## src/rtl/kws_pkg.sv

```systemverilog
// Shared types and constants for the cnn_kws_accel PSRAM access path.
package kws_pkg;

  localparam int unsigned PSRAM_ADDR_W  = 24;
  localparam int unsigned PSRAM_DATA_W  = 32;
  localparam int unsigned PSRAM_TIMEOUT = 255;

  // Requester ids double as bit positions in the req/gnt/done vectors.
  localparam logic REQ_WEIGHT = 1'b0;
  localparam logic REQ_ACT    = 1'b1;

  typedef enum logic [1:0] {
    IDLE  = 2'd0,
    ISSUE = 2'd1,
    WAIT  = 2'd2,
    RESP  = 2'd3
  } psram_arb_state_t;

endpackage

```

## src/rtl/rr_arb2.sv

```systemverilog
// Two-way round-robin pick: a lone request wins, a tie goes to the requester named by prio.
module rr_arb2
  import kws_pkg::*;
(
  input  logic [1:0] req,
  input  logic       prio,
  output logic [1:0] gnt_c
);

  always_comb begin
    gnt_c = req;
    if (req[REQ_WEIGHT] && req[REQ_ACT]) begin
      gnt_c       = 2'b00;
      gnt_c[prio] = 1'b1;
    end
  end

endmodule

```

## src/rtl/psram_arbiter.sv

```systemverilog
// Shares the single PSRAM command port between weight fetch and activation spill/fill,
// one outstanding transaction at a time, with a bounded wait for the controller response.
module psram_arbiter
  import kws_pkg::*;
#(
  parameter int unsigned ADDR_W  = PSRAM_ADDR_W,
  parameter int unsigned DATA_W  = PSRAM_DATA_W,
  parameter int unsigned TIMEOUT = PSRAM_TIMEOUT
) (
  input  logic              clk,
  input  logic              rst_n,
  input  logic [1:0]        req_i,
  input  logic [1:0]        we_i,
  input  logic [ADDR_W-1:0] addr0_i,
  input  logic [ADDR_W-1:0] addr1_i,
  input  logic [DATA_W-1:0] wdata0_i,
  input  logic [DATA_W-1:0] wdata1_i,
  output logic [1:0]        gnt_o,
  output logic [1:0]        done_o,
  output logic              err_o,
  output logic [DATA_W-1:0] rdata_o,
  output logic              cmd_valid_o,
  input  logic              cmd_ready_i,
  output logic              cmd_we_o,
  output logic [ADDR_W-1:0] cmd_addr_o,
  output logic [DATA_W-1:0] cmd_wdata_o,
  input  logic              rsp_valid_i,
  input  logic [DATA_W-1:0] rsp_rdata_i,
  output logic              busy_o
);

  localparam int unsigned CNT_W = $clog2(TIMEOUT + 1);

  psram_arb_state_t state;
  logic             prio;
  logic             owner;
  logic [CNT_W-1:0] cnt;
  logic [1:0]       pick_c;

  rr_arb2 u_rr_arb2 (
    .req   (req_i),
    .prio  (prio),
    .gnt_c (pick_c)
  );

  // Pulses (gnt/done/err) default low every cycle; everything else is held state.
  always_ff @(posedge clk or negedge rst_n) begin
    if (!rst_n) begin
      state       <= IDLE;
      prio        <= 1'b0;
      owner       <= 1'b0;
      cnt         <= '0;
      gnt_o       <= '0;
      done_o      <= '0;
      err_o       <= 1'b0;
      rdata_o     <= '0;
      cmd_valid_o <= 1'b0;
      cmd_we_o    <= 1'b0;
      cmd_addr_o  <= '0;
      cmd_wdata_o <= '0;
      busy_o      <= 1'b0;
    end else begin
      gnt_o  <= '0;
      done_o <= '0;
      err_o  <= 1'b0;
      unique case (state)
        IDLE: begin
          if (|req_i) begin
            gnt_o       <= pick_c;
            owner       <= pick_c[REQ_ACT];
            prio        <= pick_c[REQ_WEIGHT];
            cmd_we_o    <= pick_c[REQ_ACT] ? we_i[REQ_ACT] : we_i[REQ_WEIGHT];
            cmd_addr_o  <= pick_c[REQ_ACT] ? addr1_i : addr0_i;
            cmd_wdata_o <= pick_c[REQ_ACT] ? wdata1_i : wdata0_i;
            cmd_valid_o <= 1'b1;
            busy_o      <= 1'b1;
            state       <= ISSUE;
          end
        end
        ISSUE: begin
          if (cmd_valid_o && cmd_ready_i) begin
            cmd_valid_o <= 1'b0;
            cnt         <= '0;
            state       <= WAIT;
          end
        end
        WAIT: begin
          cnt <= cnt + CNT_W'(1);
          // A response on the last counted cycle still wins over the abort.
          if (rsp_valid_i) begin
            if (!cmd_we_o) rdata_o <= rsp_rdata_i;
            done_o[owner] <= 1'b1;
            state         <= RESP;
          end else if (cnt == CNT_W'(TIMEOUT)) begin
            err_o         <= 1'b1;
            done_o[owner] <= 1'b1;
            state         <= RESP;
          end
        end
        RESP: begin
          busy_o <= 1'b0;
          state  <= IDLE;
        end
        default: state <= IDLE;
      endcase
    end
  end

endmodule

```

## config.mk

```make
export PLATFORM = sky130hd
export DESIGN_NAME = psram_arbiter
export DESIGN_NICKNAME = d
export VERILOG_FILES = /design/src/rtl/kws_pkg.sv /design/src/rtl/rr_arb2.sv /design/src/rtl/psram_arbiter.sv
export SDC_FILE = /design/constraint.sdc
export NUM_CORES = 1
export LEC_CHECK = 0
export CAP_MARGIN = 5
export CORE_UTILIZATION = 40
export DETAILED_ROUTE_END_ITERATION = 8
export PLACE_DENSITY = 0.8
export SLEW_MARGIN = 20
export SYNTH_ARGS = -nofsm -noshare
export SYNTH_HDL_FRONTEND = slang
export SYNTH_SLANG_ARGS = --single-unit
```

## constraint.sdc

```tcl
create_clock -name clk -period 1.87 [get_ports clk]
set_input_delay 0.374 -clock clk [delete_from_list [all_inputs] [get_ports clk]]
set_output_delay 0.374 -clock clk [all_outputs]
set_load 0.005 [all_outputs]
```

==> results.json <==
{
  "dp_hpwl_mm": 9.01,
  "row_count": 39,
  "start_util_pct": 41.1,
  "rsz0062_at_grt": "no",
  "ys_warn_count": 0,
  "yosysSeqAreaShare_pct": 57.3,
  "diodes": 0,
  "clk_path_buf_depth": 2,
  "fin_crit_ps": 1800,
  "synth_nets": 560,
  "synth_ff_type": "dfrtp_1",
  "finalInstanceArea_um2": 7710,
  "worstPathRequired_ps": 2090,
  "combPwrFrac_pct": 44.6,
  "power.leakage_nw": 3.48,
  "fin_setup_tns_ps": 0,
  "crit_end": "state[1]",
  "gp_congestion": 0.777,
  "cap_violations": 0,
  "synthTopCellsByArea": "dfrtp_1 (57%), mux2i_1 (12%), mux2_2 (7.6%)",
  "grt_overflow": 0,
  "path_clk_slew_ps": 70,
  "finalNetCount": 806,
  "grt_usage_pct": 20.3,
  "fill_cells": 843,
  "dr.pass1.iters": 4,
  "pwr-share-clk_pct": 17.9,
  "ant_nets": 0,
  "yosysTopAreaCellShare_pct": 57.3,
  "hold_path_class": "input port to asynchronous set/reset pin",
  "core_area_um2": 11500,
  "p_total_w": 0.0109,
  "synth.distinct_cells": 38,
  "reg2regPathDepth": 6,
  "io_pins": 248,
  "ir_drop_mv": 1.03,
  "dr_total_vias": 3891,
  "cp_max_fo": 6,
  "power_density_nw_per_um2": 1420,
  "start_kind": "register",
  "switching_power_w": 0.00341,
  "dieWidth_um": 111,
  "grt_pass1_wl_mm": 19.9,
  "finalCritPeriodShare_pct": 96.2,
  "cp-startpoint": "state[1]",
  "syn_inst": 403,
  "post_cts_buffers": 0,
  "grt_max_degree": 109,
  "slowest_delay_ps": 410,
  "cp.arrival_ps": 2020,
  "cts_num_sinks": 108,
  "cpMaxStageDelayCell": "dfrtp_1",
  "synth_top_area_cell": "dfrtp_1",
  "wl_per_cell_um": 15.3,
  "dieArea_um2": 12200,
  "clock_latency_ps": 350,
  "area_delta_synth_final_pct": 63.6,
  "async_flop_share_pct": 100,
  "seqPwrFrac_pct": 37.6,
  "p_sw_share_pct": 31.2,
  "hold_violations": 0,
  "slew-limit-headroom_pct": 62.5,
  "drtIter0Drc": 154,
  "r2r-end": "state[1]",
  "path_cells": "inv_1, ha_1, a21bo_2, nand2_1, a31oi_1, mux2_1",
  "crit_path_end_kind": "register",
  "syn_area_um2": 4710,
  "cts_buffers": 9,
  "timing.rr.start": "state[1]",
  "cts_tree": "built",
  "antenna_found_initial": 0,
  "synth_common_cells": "dfrtp_1 (108), nand2_1 (67), mux2i_1 (57)",
  "status": "finished, final reports clean",
  "drcViolationCount": 0,
  "fmax_mhz": 556,
  "p_int_w": 0.00752,
  "via_per_inst": 4.88,
  "htreeDepth": 3,
  "drive_gt1_share_pct": 9.94,
  "grt_pass1_vias": 4066,
  "syn_area_per_cell_um2": 11.7,
  "synth_most_common_cell": "dfrtp_1",
  "synth_edf_count": 0,
  "synth_seq_cells": 108,
  "finalMaxSlewViolations": 0,
  "routed_wl_mm": 12.2,
  "portBuffers": 247,
  "path_class": "register to register",
  "fin_skew_ps": 10.3,
  "worst_pin_slew_ps": 562,
  "die_h_um": 111,
  "finalSetupViolCount": 0,
  "ff2ff_setup_slack_ps": 70,
  "cts_root_buffer": "clkbuf_16",
  "placed_area_um2": 7400
}
==> final cells by class <==
type	instances	area (um^2)	share of cell area, %
Multi-Input combinational cell	267	1880	24.4
Clock inverter	7	80.1	1.04
Tap cell	143	179	2.32
Clock buffer	9	225	2.92
Inverter	6	22.5	0.292
Sequential cell	108	2700	35.0
Timing Repair Buffer	257	2620	34.0
==> layout by cell type (no fill, tap or decap), types with 3 or more instances in the layout <==
cell             Yosys  final
mux2i_1             57     57
ha_1                 5      5
clkdlybuf4s50_1      0    246
nor2_1               8      8
dfrtp_1            108    108
mux2_2              32     32
buf_4                2      5
o21ai_1             19     19
xnor2_1              4      4
o21ai_0             44     44
inv_1                5      5
nand2_1             67     67
buf_12               0      6
inv_6                0      3
nand3_1              4      4
clkbuf_16            0      9
==> worst max-delay path: cells and delay by family, from the launching register on <==
| kind | cells | cell delay (ps) |
|---|---|---|
| AOI/OAI and AO/OA | 2 | 480 |
| DFF | 1 | 410 |
| muxes | 1 | 360 |
| adders and majority gates | 1 | 240 |
| buffers and inverters | 1 | 90 |
| and+or+nand+nor | 1 | 90 |
==> worst min-delay path by stage <==
stage                from       endpoint  slack (ps)  depth (start not counted)
floorplan           rst_n         busy_o          80                          0
global placement    owner      done_o[0]         440                          1
detailed placement  owner      done_o[0]         460                          1
CTS                 rst_n  cmd_addr_o[6]         130                          2
global route        rst_n     rdata_o[3]         140                          2
finish              rst_n     rdata_o[0]         100                          2
==> registers in the layout, indices dropped and copies added, names as in the netlist <==
register     flops
busy_o           1
cmd_addr_o      24
cmd_valid_o      1
cmd_wdata_o     32
cmd_we_o         1
cnt              8
done_o           2
err_o            1
gnt_o            2
owner            1
prio             1
rdata_o         32
state            2
==> repair_timing <==
item	in CTS	in global routing
endpoints found under the setup margin	0	4
resized for setup	0	1
hold buffers	0	0
==> per-layer routing <==
layer	up-vias	GRT usage, %	part of all wire, %
met5	-	0	0
met4	0	8.09	2.2
met3	18	6.15	7.6
met2	167	35.5	50
met1	1814	23.0	40
li1	1892	-	-
==> power groups by stage <==
stage	sequential, W	clock, W	combinational, W
global route	0.00425	0.00211	0.00531
CTS	0.00411	0.00201	0.00495
global placement	0.00409	0	0.00478
floorplan	0.00415	0	0.00192
detailed placement	0.00414	0	0.00492
finish	0.00411	0.00195	0.00487
==> cells by family after synthesis <==
family                   synth area share (%)
multiplexers                             20.0
adder cells (fa/ha/maj)                  1.33
XOR/XNOR                                0.743
AND/OR/NAND/NOR                          8.81
buffers and inverters                    3.13
flip-flops                               57.3
AO/OA/AOI/OAI                            8.68
==> per-stage QoR <==
step	std cells	hold WS (ps)	utilization, %	setup WS (ps)
2_1_floorplan	403	78.4	-	268
5_1_grt	797	136	67.3	12.9
3_5_place_dp	781	457	64.6	-80.0
3_3_place_gp	781	438	64.6	-49.1
6_report	797	102	67.3	71.9
4_1_cts	797	129	67.2	95.6
(Power assumes the default switching activity.)
